$ cat src/rtl/spi_master_pkg.sv
// Shared types for the SPI master transfer engine: FSM states and the
// per-transfer configuration captured when a request is accepted.
package spi_master_pkg;

    localparam int MAX_DIV_W = 16;
    localparam int MAX_SS_W  = 8;

    typedef enum logic [1:0] {
        IDLE,
        SETUP,
        XFER,
        HOLD
    } state_e;

    // Fields are zero-extended to the package maxima so one type serves every
    // parameterisation of the engine.
    typedef struct packed {
        logic                 cpol;
        logic                 cpha;
        logic                 lsb;
        logic [MAX_DIV_W-1:0] div;
        logic [MAX_SS_W-1:0]  ss;
    } cfg_t;

endpackage

$ cat src/rtl/spi_sclk_gen.sv
// Half-period timer for SCLK: strobes every div+1 enabled cycles and reports
// whether the upcoming strobe is a leading (even-numbered) SCLK edge.
module spi_sclk_gen #(
    parameter int DIV_W = 8
) (
    input  logic             pclk,
    input  logic             p_reset,
    input  logic             en,
    input  logic             clr,
    input  logic [DIV_W-1:0] div,
    output logic             strobe,
    output logic             lead
);

    logic [DIV_W:0] cnt_q, cnt_d;
    logic           phase_q, phase_d;

    always_comb begin
        cnt_d   = cnt_q;
        phase_d = phase_q;
        strobe  = en && (cnt_q == {1'b0, div});
        if (clr) begin
            cnt_d   = '0;
            phase_d = 1'b0;
        end else if (strobe) begin
            cnt_d   = '0;
            phase_d = ~phase_q;
        end else if (en) begin
            cnt_d = cnt_q + {{DIV_W{1'b0}}, 1'b1};
        end
    end

    assign lead = ~phase_q;

    always_ff @(posedge pclk or posedge p_reset) begin
        if (p_reset) begin
            cnt_q   <= '0;
            phase_q <= 1'b0;
        end else begin
            cnt_q   <= cnt_d;
            phase_q <= phase_d;
        end
    end

endmodule

$ cat src/rtl/spi_master_xfer_engine.sv
// SPI master transfer engine: one DATA_W-bit full-duplex word per accepted
// request, with per-transfer CPOL/CPHA/bit-order/divider and slave select.
module spi_master_xfer_engine
    import spi_master_pkg::*;
#(
    parameter int  DATA_W = 8,
    parameter int  NUM_SS = 4,
    parameter int  DIV_W  = 8,
    localparam int SS_W   = (NUM_SS > 1) ? $clog2(NUM_SS) : 1
) (
    input  logic              pclk,
    input  logic              p_reset,
    input  logic              tx_valid,
    output logic              tx_ready,
    input  logic [DATA_W-1:0] tx_data,
    input  logic [SS_W-1:0]   tx_ss,
    input  logic              cfg_cpol,
    input  logic              cfg_cpha,
    input  logic              cfg_lsb,
    input  logic [DIV_W-1:0]  clk_div,
    input  logic              abort,
    output logic              rx_valid,
    output logic [DATA_W-1:0] rx_data,
    output logic              busy,
    input  logic              mi,
    output logic              mo,
    output logic              n_mo_en,
    output logic              sclk_out,
    output logic              n_sclk_en,
    output logic [NUM_SS-1:0] n_ss_out,
    output logic              n_ss_en
);

    localparam int            TW       = $clog2(2 * DATA_W);
    localparam int            NW       = TW - 1;
    localparam logic [TW-1:0] LAST_TOG = TW'(2 * DATA_W - 1);
    localparam logic [NW-1:0] TOP_BIT  = NW'(DATA_W - 1);

    state_e              state_q, state_d;
    cfg_t                cfg_q, cfg_d;
    logic [DATA_W-1:0]   tx_q, tx_d;
    logic [DATA_W-1:0]   rx_sh_q, rx_sh_d;
    logic [DATA_W-1:0]   rx_data_q, rx_data_d;
    logic [TW-1:0]       bcnt_q, bcnt_d;
    logic                rx_valid_q, rx_valid_d;
    logic                mo_q, mo_d;
    logic                sclk_q, sclk_d;
    logic                n_en_q, n_en_d;
    logic [NUM_SS-1:0]   n_ss_q, n_ss_d;

    logic                accept, strobe, lead, gen_clr, do_tog;
    logic [TW-1:0]       tog_idx;
    logic [NW-1:0]       bit_n, bit_nx;
    logic                cfg_unused;

    // Bit number n of the word maps to a physical position by bit order.
    function automatic logic [NW-1:0] bit_pos(input logic lsb, input logic [NW-1:0] n);
        return lsb ? n : TOP_BIT - n;
    endfunction

    assign accept  = tx_valid && (state_q == IDLE) && !abort;
    assign tog_idx = (state_q == SETUP) ? '0 : bcnt_q + TW'(1);
    assign bit_n   = tog_idx[TW-1:1];
    assign bit_nx  = bit_n + NW'(1);

    spi_sclk_gen #(.DIV_W(DIV_W)) u_sclk_gen (
        .pclk    (pclk),
        .p_reset (p_reset),
        .en      (state_q != IDLE),
        .clr     (gen_clr),
        .div     (cfg_q.div[DIV_W-1:0]),
        .strobe  (strobe),
        .lead    (lead)
    );

    always_comb begin
        state_d    = state_q;
        cfg_d      = cfg_q;
        tx_d       = tx_q;
        rx_sh_d    = rx_sh_q;
        rx_data_d  = rx_data_q;
        bcnt_d     = bcnt_q;
        rx_valid_d = 1'b0;
        mo_d       = mo_q;
        sclk_d     = sclk_q;
        n_en_d     = n_en_q;
        n_ss_d     = n_ss_q;
        gen_clr    = 1'b0;
        do_tog     = 1'b0;

        unique case (state_q)
            IDLE: begin
                if (accept) begin
                    state_d    = SETUP;
                    cfg_d.cpol = cfg_cpol;
                    cfg_d.cpha = cfg_cpha;
                    cfg_d.lsb  = cfg_lsb;
                    cfg_d.div  = MAX_DIV_W'(clk_div);
                    cfg_d.ss   = MAX_SS_W'(tx_ss);
                    tx_d       = tx_data;
                    rx_sh_d    = '0;
                    bcnt_d     = '0;
                    n_ss_d     = ~(NUM_SS'(1) << tx_ss);
                    n_en_d     = 1'b0;
                    sclk_d     = cfg_cpol;
                    mo_d       = cfg_cpha ? 1'b0 : (cfg_lsb ? tx_data[0] : tx_data[DATA_W-1]);
                    gen_clr    = 1'b1;
                end
            end
            SETUP: begin
                if (strobe) begin
                    do_tog  = 1'b1;
                    state_d = XFER;
                    bcnt_d  = '0;
                end
            end
            XFER: begin
                if (strobe) begin
                    if (bcnt_q == LAST_TOG) begin
                        state_d = HOLD;
                    end else begin
                        do_tog = 1'b1;
                        bcnt_d = tog_idx;
                    end
                end
            end
            HOLD: begin
                if (strobe) begin
                    state_d    = IDLE;
                    rx_valid_d = 1'b1;
                    rx_data_d  = rx_sh_q;
                    n_ss_d     = '1;
                    n_en_d     = 1'b1;
                    mo_d       = 1'b0;
                end
            end
            default: state_d = IDLE;
        endcase

        // Sample edges capture MISO; the other edges launch the next MOSI bit.
        // In CPHA=0 bit 0 is already on the line, so launches run one bit ahead.
        if (do_tog) begin
            sclk_d = ~sclk_q;
            if (lead ^ cfg_q.cpha) begin
                rx_sh_d[bit_pos(cfg_q.lsb, bit_n)] = mi;
            end else if (cfg_q.cpha) begin
                mo_d = tx_q[bit_pos(cfg_q.lsb, bit_n)];
            end else if (tog_idx != LAST_TOG) begin
                mo_d = tx_q[bit_pos(cfg_q.lsb, bit_nx)];
            end
        end

        if (abort && (state_q != IDLE)) begin
            state_d    = IDLE;
            n_ss_d     = '1;
            n_en_d     = 1'b1;
            sclk_d     = cfg_q.cpol;
            mo_d       = 1'b0;
            rx_valid_d = 1'b0;
            rx_sh_d    = rx_sh_q;
            rx_data_d  = rx_data_q;
        end
    end

    always_ff @(posedge pclk or posedge p_reset) begin
        if (p_reset) begin
            state_q    <= IDLE;
            cfg_q      <= '0;
            tx_q       <= '0;
            rx_sh_q    <= '0;
            rx_data_q  <= '0;
            bcnt_q     <= '0;
            rx_valid_q <= 1'b0;
            mo_q       <= 1'b0;
            sclk_q     <= 1'b0;
            n_en_q     <= 1'b1;
            n_ss_q     <= '1;
        end else begin
            state_q    <= state_d;
            cfg_q      <= cfg_d;
            tx_q       <= tx_d;
            rx_sh_q    <= rx_sh_d;
            rx_data_q  <= rx_data_d;
            bcnt_q     <= bcnt_d;
            rx_valid_q <= rx_valid_d;
            mo_q       <= mo_d;
            sclk_q     <= sclk_d;
            n_en_q     <= n_en_d;
            n_ss_q     <= n_ss_d;
        end
    end

    // Zero-extension bits of the captured config carry no information.
    assign cfg_unused = ^{cfg_q.div, cfg_q.ss};

    assign tx_ready  = (state_q == IDLE);
    assign busy      = (state_q != IDLE);
    assign rx_valid  = rx_valid_q;
    assign rx_data   = rx_data_q;
    assign mo        = mo_q;
    assign sclk_out  = sclk_q;
    assign n_ss_out  = n_ss_q;
    assign n_mo_en   = n_en_q;
    assign n_sclk_en = n_en_q;
    assign n_ss_en   = n_en_q;

endmodule
$ cat config.mk
export PLATFORM = sky130hd
export DESIGN_NAME = spi_master_xfer_engine
export DESIGN_NICKNAME = d
export VERILOG_FILES = /design/src/rtl/spi_master_pkg.sv /design/src/rtl/spi_sclk_gen.sv /design/src/rtl/spi_master_xfer_engine.sv
export SDC_FILE = /design/constraint.sdc
export NUM_CORES = 1
export LEC_CHECK = 0
export ABC_AREA = 1
export BUFFER_PORTS_ARGS = -buffer_cell sky130_fd_sc_hd__buf_2
export CAP_MARGIN = 20
export CORE_MARGIN = 1.5
export CORE_UTILIZATION = 58
export DETAILED_ROUTE_END_ITERATION = 10
export GPL_TIMING_DRIVEN = 0
export PLACE_DENSITY = 0.81
export SETUP_SLACK_MARGIN = 0.4
export SYNTH_ARGS = -nofsm -noshare
export SYNTH_HDL_FRONTEND = slang
export SYNTH_SLANG_ARGS = --single-unit
$ cat constraint.sdc
create_clock -name pclk -period 2.8 [get_ports pclk]
set_input_delay 0.56 -clock pclk [delete_from_list [all_inputs] [get_ports pclk]]
set_output_delay 0.56 -clock pclk [all_outputs]
set_load 0.005 [all_outputs]
### Word-level counts from Yosys, hierarchy flattened

Cells that the tools add are included.

| word-level totals | value |
|---|---|
| register bits | 59 |
| bits of input ports | 26 |
| output and inout port bits | 20 |
| logic and storage cells | 126 |

| operators by class | value |
|---|---|
| add/sub/neg operators | 5 |
| $lt $le $gt $ge | 3 |
| equality and inequality tests | 15 |
| shifts and indexed selects | 1 |
| mux-type cells | 61 |
| bitwise operators | 5 |
| reduce and logical (&&, ||, !) cells | 20 |

Operators by type and width:

| cell | number |
|---|---|
| 4-bit 2-to-1 mux | 8 |
| 8-bit 2-to-1 mux | 4 |
| 1-bit 2-to-1 mux | 28 |
| 9-bit 2-to-1 mux | 3 |
| 3-bit nonzero test | 5 |
| 2-bit 2-to-1 mux | 6 |
| 4-bit case mux with 3 select lines | 1 |
| 5-bit AND reduction | 2 |
| 9-bit by 1-bit adder with 9-bit output (second input constant) | 1 |
| 9-bit by 8-bit equality test with 1-bit output | 1 |
| 3-bit inequality test (second input constant) | 3 |
| 8-bit bitwise mux | 1 |
| 3-bit by 4-bit less-than comparator with 1-bit output (second input constant) | 2 |
| 2-bit case mux with 4 select lines | 1 |
| 4-bit case mux with 2 select lines | 1 |
| 1-bit binary-select mux with 3-bit select | 2 |
| 3-bit 2-to-1 mux | 2 |
| 2-bit inequality test (second input constant) | 3 |
| 1-bit case mux with 2 select lines | 3 |
| 3-bit AND reduction | 2 |
| 3-bit subtractor (first input constant) | 2 |
| 1-bit logical AND | 5 |
| 4-bit by 1-bit adder with 4-bit output (second input constant) | 1 |
| 2-bit equality test (second input constant) | 2 |
| other kinds (17) | 21 |

### Longest topological paths before layout

| depth | value |
|---|---|
| depth after elaboration | 12 |
| mapped depth | 17 |
| mapped depth without buffers | 17 |

### By module

From an unflattened synthesis, not the netlist that was laid out.

| unflattened totals | value |
|---|---|
| cells, all modules | 462 |
| area, all modules | 3513.4 um2 |

Modules (own cells, without submodules):

| module | times used | cells each | area each (um2) | seq. area each (um2) |
|---|---|---|---|---|
| spi_master_xfer_engine | 1 | 347 | 2762.6 | 1232.4 |
| spi_sclk_gen | 1 | 115 | 750.7 | 250.2 |

### Worst setup path after synthesis

OpenSTA, ideal clock, no wires.

| timing | value |
|---|---|
| path kind | reg-to-reg |
| from | register bcnt_q[0] |
| to | register mo_q (netlist: mo) |
| setup time | 0.077 ns |
| arrival time | 1.989 ns |
| data required time | 2.723 ns |
| setup slack | 0.733 ns |
| stages on the path, launching flop included | 16 |
| buffers on the path | 0 |
| clock period less this slack | 2.067 ns |
| path through | dfrtp_1 > ha_1 > inv_1 > nor2_1 > ha_1 > xor2_1 > inv_1 > a21oi_1 > o21ai_0 > nand2_1 > nand2_1 > nand3_1 > nand2_1 > nand2_1 > nand2_1 > a21oi_1 |

| between the ends | value |
|---|---|
| longest elaborated chain between the ends | 12 |
| elaborated cells on any way between the ends | 21 |
| classes of those cells | 4 x add/sub; 2 x eq/ne; 15 x mux |

Ends and longest elaborated chain:

| what | line | RTL |
|---|---|---|
| start, declared | spi_master_xfer_engine.sv:44 | `logic [TW-1:0] bcnt_q, bcnt_d;` |
| start signal, assigned | spi_master_xfer_engine.sv:184 | `bcnt_q <= bcnt_d;` |
| 4-bit by 1-bit adder with 4-bit output | spi_master_xfer_engine.sv:62 | `assign tog_idx = (state_q == SETUP) ? '0 : bcnt_q + TW'(1);` |
| 4-bit 2-to-1 mux | spi_master_xfer_engine.sv:62 |  |
| 3-bit by 1-bit adder with 3-bit output | spi_master_xfer_engine.sv:64 | `assign bit_nx = bit_n + NW'(1);` |
| 3-bit subtractor | spi_master_xfer_engine.sv:58 | `return lsb ? n : TOP_BIT - n;` |
| 3-bit 2-to-1 mux | spi_master_xfer_engine.sv:58 |  |
| 1-bit binary-select mux with 3-bit select | spi_master_xfer_engine.sv:149 | `mo_d = tx_q[bit_pos(cfg_q.lsb, bit_nx)];` |
| 1-bit 2-to-1 mux (not written as such) | spi_master_xfer_engine.sv:149 |  |
| 1-bit 2-to-1 mux | spi_master_xfer_engine.sv:148 | `end else if (tog_idx != LAST_TOG) begin` |
| 1-bit 2-to-1 mux | spi_master_xfer_engine.sv:146 | `end else if (cfg_q.cpha) begin` |
| 1-bit 2-to-1 mux | spi_master_xfer_engine.sv:144 | `if (lead ^ cfg_q.cpha) begin` |
| 1-bit 2-to-1 mux (*) | spi_master_xfer_engine.sv:142 | `if (do_tog) begin` |
| 1-bit 2-to-1 mux (*) | spi_master_xfer_engine.sv:153 | `if (abort && (state_q != IDLE)) begin` |
| via mo_d | spi_master_xfer_engine.sv:46 | `logic mo_q, mo_d;` |
| end signal, assigned | spi_master_xfer_engine.sv:186 | `mo_q <= mo_d;` |
| end, declared | spi_master_xfer_engine.sv:46 |  |

The timed path passes the listed nets; every way through them passes the cells marked *. The select of a mux whose other input is x is not followed.
A chain may end at the register's enable or synchronous reset.

### Worst setup path in the final report

Ends and elaborated chain as after synthesis.

==> reports/summary.txt <==
Most crowded layer after global routing - met2
Initial Util - 60.5%
Routability-driven placement congestion ratio - 0.869
CP delay by family, top - adder cells
Synth Area in Simple Gates - 26.7%
Commonest non-fill, non-tap cells in the layout - nand2_1 (128), inv_1 (58), dfrtp_1 (52)
Post-synth ARST share - 100%
Antenna viol nets, final - 0
Critical Path Start Type - flip-flop
Overall power - 4330 uW
Hold WC Path Type - in -> async
Most frequent CP cell - nand2_1
Routing usage on met1 - 35.7%
Area grow syn2layout - 18.6%
Final worst path period share - 80.8%
Core Region - 5540 um^2
Critical path startpoint - bcnt_q[0]
Worst VDD drop - 0.491 mV
Dpl cells - 561
Worst path max stage delay - 0.45 ns
Worst slew pin tran - 0.564 ns
Max-slew violations - 0
Flops & latches, synth - 59
Post-DP HPWL - 5350 um
Status - complete, no violations
Die ar. - 6240 um^2
Vias - 3,051
Top Ports - 46
XOR/XNOR Fraction of Synth Area - 2.32%
Crit-path cells - ha_1, inv_1, nor2_4, ha_1, xor2_2, inv_1, a21oi_1, o21ai_0, nand2_1, nand2_1, nand3_1, nand2_1, nand2_1, nand2_1, a21oi_1
Mux share of post-synthesis cell area - 0%
Mapped cell area - 3350 um^2
Worst Path Buf+Inv - 2
Setup tns final - 0 ns
Worst path required time - 3.07 ns
Initial DRC count - 176
Mean post-synth cell area - 7.56 um^2
Logic pwr share - 44.8%
Non-Filler Instances - 579
Sequential-to-total area share from yosys stat - 44.3%
Drc violations - 0
FP Rows - 27
Synth Warn # - 0
GRT overflow - 0
Crit path to - mo
Capturing point of the worst reg2reg path - mo
Antenna Cells - 0
Seq pwr share - 33.1%
PwrDens - 1090 nW/um^2
Mapped Cells - 443
Num CTS Buffers - 9
Synth cell types - 36
RR Startpoint - bcnt_q[0]
Post-route setup slack - 0.538 ns
Setup slack, reg-to-reg - 0.54 ns
Worst Path Arrival - 2.53 ns
Met2 Use GR - 42.3%
First-pass GRT wire length - 12,900 um
Tmin final - 2.26 ns
Pre-CTS setup slack - 0.482 ns
Die Span X - 79.0 um
Commonest non-fill, non-tap cell in the layout - nand2_1
DP Area - 3680 um^2
# nets final - 536
Number of global-route vias before repair - 2,859
Syn Nets - 477
Post-synth EDFFs - 0
Routed WL - 7360 um
Slowest-stage cell, CP - dfrtp_2
MaxCap Viol Count - 0
Setup Skew - 0.00558 ns
Clk_lat worst skew - 0.35 ns
Detailed Routing Iterations Pass 1 - 4
CTS Buffer Depth - 2
Share of cells above drive strength 1 - 21.5%
Critical path capture point type - flip-flop
Max frequency - 442 MHz
Port Buffer Count - 45
Die Ht - 79.0 um
WP depth - 15
Most used DFF post-synth - dfrtp_1
Largest family of logic cells by synthesized area - simple AND/OR/NAND/NOR gates
Finished Cell Area - 3970 um^2
Post-synthesis adder-cell area fraction - 2.99%
Clock group share of total power - 22.1%
Wire length per cell - 12.7 um
Total internal power - 2540 uW
CTS H-tree lvls - 3
Final hold violation count - 0
Clock slew at reported path FFs - 0.07 ns
Worst Setup Path Type - reg -> reg
Crit Path Max Fanout - 6
Total GRT Usage - 26.4%
Initial antenna violation count - 0
FF-to-FF path depth - 15
Switching power - 1790 uW
Clock sink count - 59
RSZ-0062 raised after global routing - yes
# setup viols final - 0
Largest net degree at the start of global routing - 42
Root Driver - clkbuf_8
Switching share of power - 41.4%
Slew margin rel. - 62.4%
Grt met3 use - 4.83%
Compound-Gate Fraction of Synth Area - 13.9%
CTS tree - built
Via/cell ratio - 5.27
Leakage power - 0.00199 uW
-- layer usage --
layer	wire length (um)	vias up	share of wire [%]
met5	0	-	0
met4	138	0	1.9
met3	320	12	4.3
met2	3400	73	46
met1	3500	1429	48
li1	-	1537	-
-- repair_timing --
item,4_1_cts,5_1_grt
setup endpoints to repair,0,2
hold buffers,0,0
resized for setup,0,8
setup buffers,0,2
endpoints found under the hold margin,0,0
-- worst register-to-register path: cells and delay by family, from the launching register on --
family / cells / cell delay [ns]
AOI/OAI and AO/OA: 3 / 0.31
DFF: 1 / 0.45
xor gates and xnor gates: 1 / 0.16
adders and majority gates: 2 / 0.65
buffers and inverters: 2 / 0.21
and+or+nand+nor: 7 / 0.40
-- flip-flops by register name (all words and copies together), names as in the netlist --
name,count
sclk_out,1
u_sclk_gen.cnt_q,9
rx_data,8
rx_sh_q,8
tx_q,8
bcnt_q,4
n_ss_out,4
n_mo_en,1
mo,1
cfg_q,11
u_sclk_gen.phase_q,1
state_q,2
rx_valid,1
-- cells in the mapped netlist (3+ instances only) --
library cell | count | area (um^2)
nor2_4 | 3 | 33.8
nor2_2 | 3 | 18.8
nand3_1 | 19 | 95.1
xnor2_1 | 3 | 26.3
a21oi_1 | 8 | 40.0
nand2_2 | 3 | 18.8
dfrtp_1 | 54 | 1350
o211ai_1 | 4 | 30.0
o22ai_1 | 6 | 37.5
nand4_1 | 4 | 25.0
o21ai_0 | 44 | 220
ha_1 | 8 | 100
nor3_1 | 9 | 45.0
nand2_1 | 128 | 480
nand3_2 | 4 | 40.0
dfstp_2 | 5 | 131
inv_1 | 59 | 221
nor2_1 | 25 | 93.8
clkbuf_1 | 4 | 15.0
o21ai_1 | 18 | 90.1
xor2_1 | 4 | 35.0
inv_2 | 9 | 33.8
-- layout make-up --
type | instances | area, um^2
multi-input combinational | 304 | 1570
fill | 442 | 1570
sequential | 59 | 1490
timing repair buffer | 48 | 260
inverter | 68 | 255
clock buffer | 11 | 141
clock inverter | 5 | 100
tap | 72 | 90.1
buffer | 12 | 71.3
-- logic make-up (layout without fill, tap and decap cells) --
kind of cell               count (synthesis)  after routing
AOI/OAI and AO/OA                         86             86
adders and majority gates                  8              8
and+or+nand+nor                          202            202
DFF                                       59             59
buffers and inverters                     80            144
xor gates and xnor gates                   8              8
-- worst min path at each step --
stage	endpoint	slack, ns	cells past startpoint
CTS	cfg_q[15]	0.22	2
global route	u_sclk_gen.cnt_q[8]	0.24	2
finish	state_q[0]	0.21	2
floorplan	u_sclk_gen.phase_q	0.43	1
detailed placement	u_sclk_gen.phase_q	0.46	1
global placement	u_sclk_gen.phase_q	0.45	1
-- power groups by stage --
| stage | logic (uW) | registers, uW | clock network, uW |
|---|---|---|---|
| floorplan | 1450 | 1390 | 0 |
| global placement | 1800 | 1420 | 0 |
| detailed placement | 1870 | 1440 | 0 |
| CTS | 1900 | 1430 | 965 |
| global route | 2240 | 1470 | 1000 |
| finish | 1940 | 1430 | 957 |
-- through the flow --
step / hold slack [ns] / utilization, %
after floorplan: 0.434 / -
after global placement: 0.454 / 66.1
after detailed placement: 0.458 / 66.5
after CTS: 0.220 / 70.9
after global routing: 0.236 / 71.7
final: 0.211 / 71.7
Power figures use the tool's default switching activity.
